===== config.mk =====
export PLATFORM = sky130hd
export DESIGN_NAME = reg_lock_tracker
export DESIGN_NICKNAME = d
export VERILOG_FILES = /design/src/rtl/reg_lock_tracker.sv
export SDC_FILE = /design/constraint.sdc
export NUM_CORES = 1
export LEC_CHECK = 0
export CELL_PAD_IN_SITES_DETAIL_PLACEMENT = 0
export CELL_PAD_IN_SITES_GLOBAL_PLACEMENT = 1
export CORE_UTILIZATION = 49
export CTS_BUF_LIST = sky130_fd_sc_hd__clkbuf_8 sky130_fd_sc_hd__clkbuf_16
export CTS_CLUSTER_DIAMETER = 200
export DETAILED_ROUTE_END_ITERATION = 16
export PLACE_DENSITY_LB_ADDON = 0.05
export SETUP_SLACK_MARGIN = 0.4
export SYNTH_ARGS = -nofsm -noshare
export SYNTH_HDL_FRONTEND = slang
export SYNTH_SLANG_ARGS = --single-unit

===== constraint.sdc =====
create_clock -name clk_i -period 9.9 [get_ports clk_i]
set_input_delay 0.99 -clock clk_i [delete_from_list [all_inputs] [get_ports clk_i]]
set_output_delay 0.99 -clock clk_i [all_outputs]
set_load 0.01 [all_outputs]

===== src/rtl/reg_lock_tracker.sv =====
// Purpose: per-register pending-write scoreboard feeding the launcher's locks vector.
// Latency: a lock or writeback accepted at edge N shows on locks_o/outstanding_o from cycle N+1.
// Backpressure: lock_ready_o drops while NUM_OUTSTANDING writes are pending; writebacks are always accepted.
module reg_lock_tracker #(
  parameter int NUM_REGS        = 32,
  parameter int NUM_OUTSTANDING = 4,
  localparam int RW = $clog2(NUM_REGS),
  localparam int CW = $clog2(NUM_OUTSTANDING + 1)
) (
  input  logic                clk_i,
  input  logic                rst_i,
  input  logic                clear_i,
  input  logic                lock_valid_i,
  input  logic [RW-1:0]       lock_rd_i,
  output logic                lock_ready_o,
  input  logic                wb_valid_i,
  input  logic [RW-1:0]       wb_rd_i,
  output logic                wb_ready_o,
  output logic [NUM_REGS-1:0] locks_o,
  output logic [CW-1:0]       outstanding_o,
  output logic                err_o
);

  localparam logic [CW-1:0] MAX_OUT = CW'(NUM_OUTSTANDING);

  logic [CW-1:0] cnt_q [NUM_REGS];
  logic [CW-1:0] cnt_d [NUM_REGS];
  logic [CW-1:0] total_q, total_d;
  logic          err_q, err_d;

  logic lock_fire;
  logic wb_fire;
  logic wb_hit;

  // Outputs come straight from registered state; writeback side never stalls.
  assign lock_ready_o  = (total_q < MAX_OUT);
  assign wb_ready_o    = 1'b1;
  assign outstanding_o = total_q;
  assign err_o         = err_q;

  // Register r is locked while it has at least one pending write.
  always_comb begin
    locks_o = '0;
    for (int r = 0; r < NUM_REGS; r++) begin
      locks_o[r] = (cnt_q[r] != '0);
    end
  end

  // Handshakes targeting x0 complete but never touch the counters.
  assign lock_fire = lock_valid_i & lock_ready_o & (lock_rd_i != '0);
  assign wb_fire   = wb_valid_i & wb_ready_o & (wb_rd_i != '0);
  // A writeback only decrements a register that actually has a pending write.
  assign wb_hit    = wb_fire & (cnt_q[wb_rd_i] != '0);

  // Next-state: per-register counts, running total, sticky underflow flag.
  always_comb begin
    total_d = total_q + CW'(lock_fire) - CW'(wb_hit);
    err_d   = err_q | (wb_fire & ~wb_hit);
    for (int r = 0; r < NUM_REGS; r++) begin
      cnt_d[r] = cnt_q[r]
               + CW'(lock_fire && (lock_rd_i == RW'(r)))
               - CW'(wb_hit && (wb_rd_i == RW'(r)));
    end
    if (clear_i) begin
      // Flush drops every lock and any same-cycle traffic, but keeps the error history.
      total_d = '0;
      err_d   = err_q;
      for (int r = 0; r < NUM_REGS; r++) begin
        cnt_d[r] = '0;
      end
    end
  end

  // State registers with synchronous reset taking priority over everything.
  always_ff @(posedge clk_i) begin
    if (rst_i) begin
      total_q <= '0;
      err_q   <= 1'b0;
      for (int r = 0; r < NUM_REGS; r++) begin
        cnt_q[r] <= '0;
      end
    end else begin
      total_q <= total_d;
      err_q   <= err_d;
      for (int r = 0; r < NUM_REGS; r++) begin
        cnt_q[r] <= cnt_d[r];
      end
    end
  end

  // Sum of per-register counts, used only to cross-check the running total.
  int cnt_sum;
  always_comb begin
    cnt_sum = 0;
    for (int r = 0; r < NUM_REGS; r++) begin
      cnt_sum = cnt_sum + int'(cnt_q[r]);
    end
  end

  a_total_matches_sum: assert property (@(posedge clk_i) disable iff (rst_i)
    int'(total_q) == cnt_sum);
  a_x0_never_locked: assert property (@(posedge clk_i) disable iff (rst_i)
    cnt_q[0] == '0);
  a_no_lock_when_full: assert property (@(posedge clk_i) disable iff (rst_i)
    !lock_ready_o |-> !lock_fire);

endmodule


-- Yosys cells after proc, flatten, opt, wreduce, memory -nomap -nowiden
Memories as Yosys holds them, arrays and structs flattened.
Index checks and enable logic that the tools add are counted.
- register bits after elaboration: 4
- memory bits (writable): 96
- memories: 1
- bitwise logic cells: 39
- reductions and logical operators: 102
- order comparisons: 1
- $add $sub $neg: 66
- multiplexer cells: 36
- equal/unequal tests: 62
- memory list (memory ; words ; bits a word ; rd ports ; clocked after memory_dff ; wr ports ; line ; source):
    cnt_q ; 32 ; 3 ; 33 ; 0 ; 32 ; 26 ; logic [CW-1:0] cnt_q [NUM_REGS];
- operator list (cell ; count):
    $eq A5 B5 Y1 const B ; 32
    $add A3 B1 Y3 ; 33
    $reduce_bool A3 Y1 ; 33
    $sub A3 B1 Y3 ; 33
    $mux W3 ; 32
    $mux W96 ; 1
    $eq A5 B4 Y1 const B ; 16
    $logic_and A1 B1 Y1 ; 64
    $eq A5 B3 Y1 const B ; 8
    $or A1 B1 Y1 ; 33
    $eq A5 B2 Y1 const B ; 4
    $eq A5 B1 Y1 const B ; 2
    $logic_not A5 Y1 ; 2
    $reduce_bool A5 Y1 ; 2
    $and A1 B1 Y1 ; 5
    $lt A3 B3 Y1 const B ; 1
    $mux W1 ; 3
    $reduce_or A2 Y1 ; 1
    $not A1 Y1 ; 1

-- Depth between registers and ports, before layout
- depth after elaboration: 8
- gate-level depth with buffers: 17
- depth with buffers taken out: 14

-- Worst setup path before layout
Ideal clock, no wire load.
- path type: input port to flip-flop
- from: in wb_rd_i[0]
- to: mem cnt_q[18][2] (netlist bit)
- buffers on the path: 3
- arrival time: 3696 ps
- setup time: 128 ps
- slack: 6076 ps
- data required time: 9772 ps
- stages: 16
- cell sequence: buf_6 -> or2_1 -> buf_6 -> or3_1 -> a32oi_2 -> o311ai_2 -> nand4_1 -> buf_4 -> nor3_1 -> ha_1 -> inv_1 -> ha_1 -> fa_1 -> xnor2_1 -> xnor2_1 -> nor2_1
- RTL lines (what ; line ; source):
    start, declared ; 17 ; input logic [RW-1:0] wb_rd_i,
    end, declared ; 26 ;

==> flow_metrics.env <==
export IMPL_slew_headroom_pct=37.86
export IMPL_cts_made_buffers=9
export IMPL_cts_buffer_depth=2
export IMPL_clk_insertion_delay_late_ns=0.36
export IMPL_synth_edff_count=0
export IMPL_syn_cell_area_sq_mm=0.006351
export IMPL_antenna_found_initial=0
export IMPL_postCtsSetupBuffers=0
export IMPL_setup_viol=0
export IMPL_crit_type="primary input to flip-flop"
export IMPL_drc=0
export IMPL_yosysSeqAreaShare_pct=31.52
export IMPL_rows=41
export IMPL_postPlaceCellArea_sq_mm=0.006969
export IMPL_root_buffer="clkbuf_16"
export IMPL_path_cells="clkdlybuf4s50_1, buf_4, nor3_1, a211oi_1, a2111oi_2, o311ai_2, nand4_1, nor3_1, ha_1, inv_1, ha_1, inv_1, fa_1, xor2_1, xnor2_1, nor2_1"
export IMPL_fp_dieH_microns=115.9
export IMPL_drive_gt1_share_pct=4.521
export IMPL_wl_per_cell_microns=15.68
export IMPL_endpoint_kind="flip-flop"
export IMPL_die_x_microns=115.9
export IMPL_powerDensity_mw_per_mm2=118.8
export IMPL_dieArea_sq_mm=0.01342
export IMPL_coreArea_sq_mm=0.01262
export IMPL_drv_slew=0
export IMPL_cts_max_level=3
export IMPL_cpPeakStageDelay_ns=0.55
export IMPL_firstDrtPassIters=4
export IMPL_stdcell_area_sq_mm=0.007273
export IMPL_rsz0062_at_grt="false"
export IMPL_status="finished clean"
export IMPL_clk_pin_slew_ns=0.07
export IMPL_numPortBuffers=51
export IMPL_ant_nets=0
export IMPL_max_clock_freq_mhz=210.8
export IMPL_dr_first_iter_drc_count=171
export IMPL_grt_pass1_wl_microns=23920
export IMPL_synth_area_leaders="dfxtp_1, ha_1, fa_1"
export IMPL_gp_congestion=0.8248
export IMPL_synth_seq_cells=100
export IMPL_start_util_pct=50.33
export IMPL_final_common_cell="inv_1"
export IMPL_worstPathArrival_ns=4.97
export IMPL_grt_max_degree=44
export IMPL_postCtsHoldBufs=0
export IMPL_yosys_area_top_type="dfxtp_1"
export IMPL_cts_resized=0
export IMPL_critPathTopFamily="simple AND/OR/NAND/NOR gates"
export IMPL_diodes=0
export IMPL_ir_drop_mv=0.08945
export IMPL_clock_skew_ns=0.005978
export IMPL_syn_area_per_cell_sq_um=8.958
export IMPL_dp_hpwl_microns=10720
export IMPL_crit_buf_inv=4
export IMPL_io_pins=53
export IMPL_mostFrequentLayoutCells="inv_1, nor2_1, dfxtp_1"
export IMPL_cp_required_ns=10.13
export IMPL_grt_ovfl_total=0
export IMPL_final_setup_tns_ns=0
export IMPL_ys_types=50
export IMPL_ys_warn_count=0
export IMPL_areaGrowthSynthToFinish_pct=14.52
export IMPL_p_leak_uw=0.003334
export IMPL_max_cap_viol_count=0
export IMPL_cts_tree="built"
export IMPL_synthFlopType="dfxtp_1"
export IMPL_cts_sinks=100
export IMPL_hold_viol_final=0
export IMPL_vias=4626
export IMPL_vias_per_cell=5.006
export IMPL_nets=861
export IMPL_syn_inst=709
export IMPL_grt_use_total_pct=24.12
export IMPL_finalWirelength_microns=14490
export IMPL_start_kind="primary input"
export IMPL_fin_crit_sh_pct=47.92
export IMPL_final_min_clock_period_ns=4.744
export IMPL_tightest_slew_ns=0.9300
export IMPL_synth_top_area_share_pct=31.52
export IMPL_async_flop_share_pct=0
export IMPL_crit_path_max_fanout=27
export IMPL_cp_slowest_cell="nand4_1"
export IMPL_hp_class="flip-flop to flip-flop"
export IMPL_grt_pass1_vias=4712
-- metrics by stage --
stage	instances	worst slack, ns	util (%)	hold WS [ns]	power (uW)
after floorplan	710	6.076	-	0.4932	474.6
after global placement	908	4.845	55.23	0.4609	505.6
after detailed placement	908	4.767	55.23	0.4706	507.4
after CTS	924	5.157	57.63	0.4794	873.7
after global routing	924	4.822	57.63	0.5114	898.1
final	924	5.156	57.63	0.4802	864.0
-- Yosys cell counts, drive strengths merged, types with 12 or more instances --
| cell type | count |
|---|---|
| nor3 | 39 |
| or3 | 29 |
| ha | 66 |
| fa | 33 |
| nor2 | 106 |
| and2 | 43 |
| dfxtp | 100 |
| xnor2 | 41 |
| inv | 113 |
| nand2 | 12 |
| buf | 12 |
| clkbuf | 16 |
| xor2 | 25 |
-- logic make-up after synthesis --
group                    share of synthesized area [%]
AO/OA/AOI/OAI                                    3.428
XOR/XNOR                                         9.102
adder cells (fa/ha/maj)                          23.40
buffers and inverters                            8.905
flip-flops                                       31.52
multiplexers                                     2.463
other                                           0.1182
AND/OR/NAND/NOR                                  21.06
-- sequential cells by signal, indices dropped and copies added (netlist names) --
signal / count
err_o: 1
outstanding_o: 3
cnt_q: 96
-- metal layers --
layer	part of all wire, %	track usage, %	up-vias
met3	3.7	4.603	14
li1	-	-	2312
met2	50	42.14	65
met5	0	0	-
met1	45	29.93	2235
met4	1.6	7.607	0
-- area by class of cell --
type,count,area [sq um]
tap,172,215.2
clock buffer,11,252.7
inverter,113,424.2
timing repair buffer,54,533.0
fill,1168,5346
sequential,100,2002
clock inverter,5,51.30
multi-input combinational,469,3795
-- worst paths after layout --
kind                                from                       to  slack, ns  cells after the start
hold / removal        err_o$_SDFFE_PP0N_       err_o$_SDFFE_PP0N_       0.48                      2
setup / recovery              wb_rd_i[0]  cnt_q[21][2]$_SDFF_PP0_       5.16                     16
setup reg to reg  cnt_q[5][1]$_SDFF_PP0_  cnt_q[21][2]$_SDFF_PP0_       6.15                     14
hold reg to reg       err_o$_SDFFE_PP0N_       err_o$_SDFFE_PP0N_       0.48                      2
-- power by group --
group	switching, uW	internal [uW]	leakage (uW)	total, uW
Combinational	51.7	35.5	0.00238	87.2
Sequential	3.85	406	0.000806	410
Clock	159	208	0.000153	367
-- worst register-to-register path, stage by stage (launching register included) --
cell	delay, ns
dfxtp_1	0.40
nor2_1	0.11
a211oi_1	0.32
a2111oi_2	0.10
o311ai_2	0.41
nand4_1	0.56
nor3_1	0.46
ha_1	0.30
inv_1	0.06
ha_1	0.14
inv_1	0.05
fa_1	0.37
xor2_1	0.17
xnor2_1	0.13
nor2_1	0.05
No activity file was read; power rests on OpenSTA's default activity.
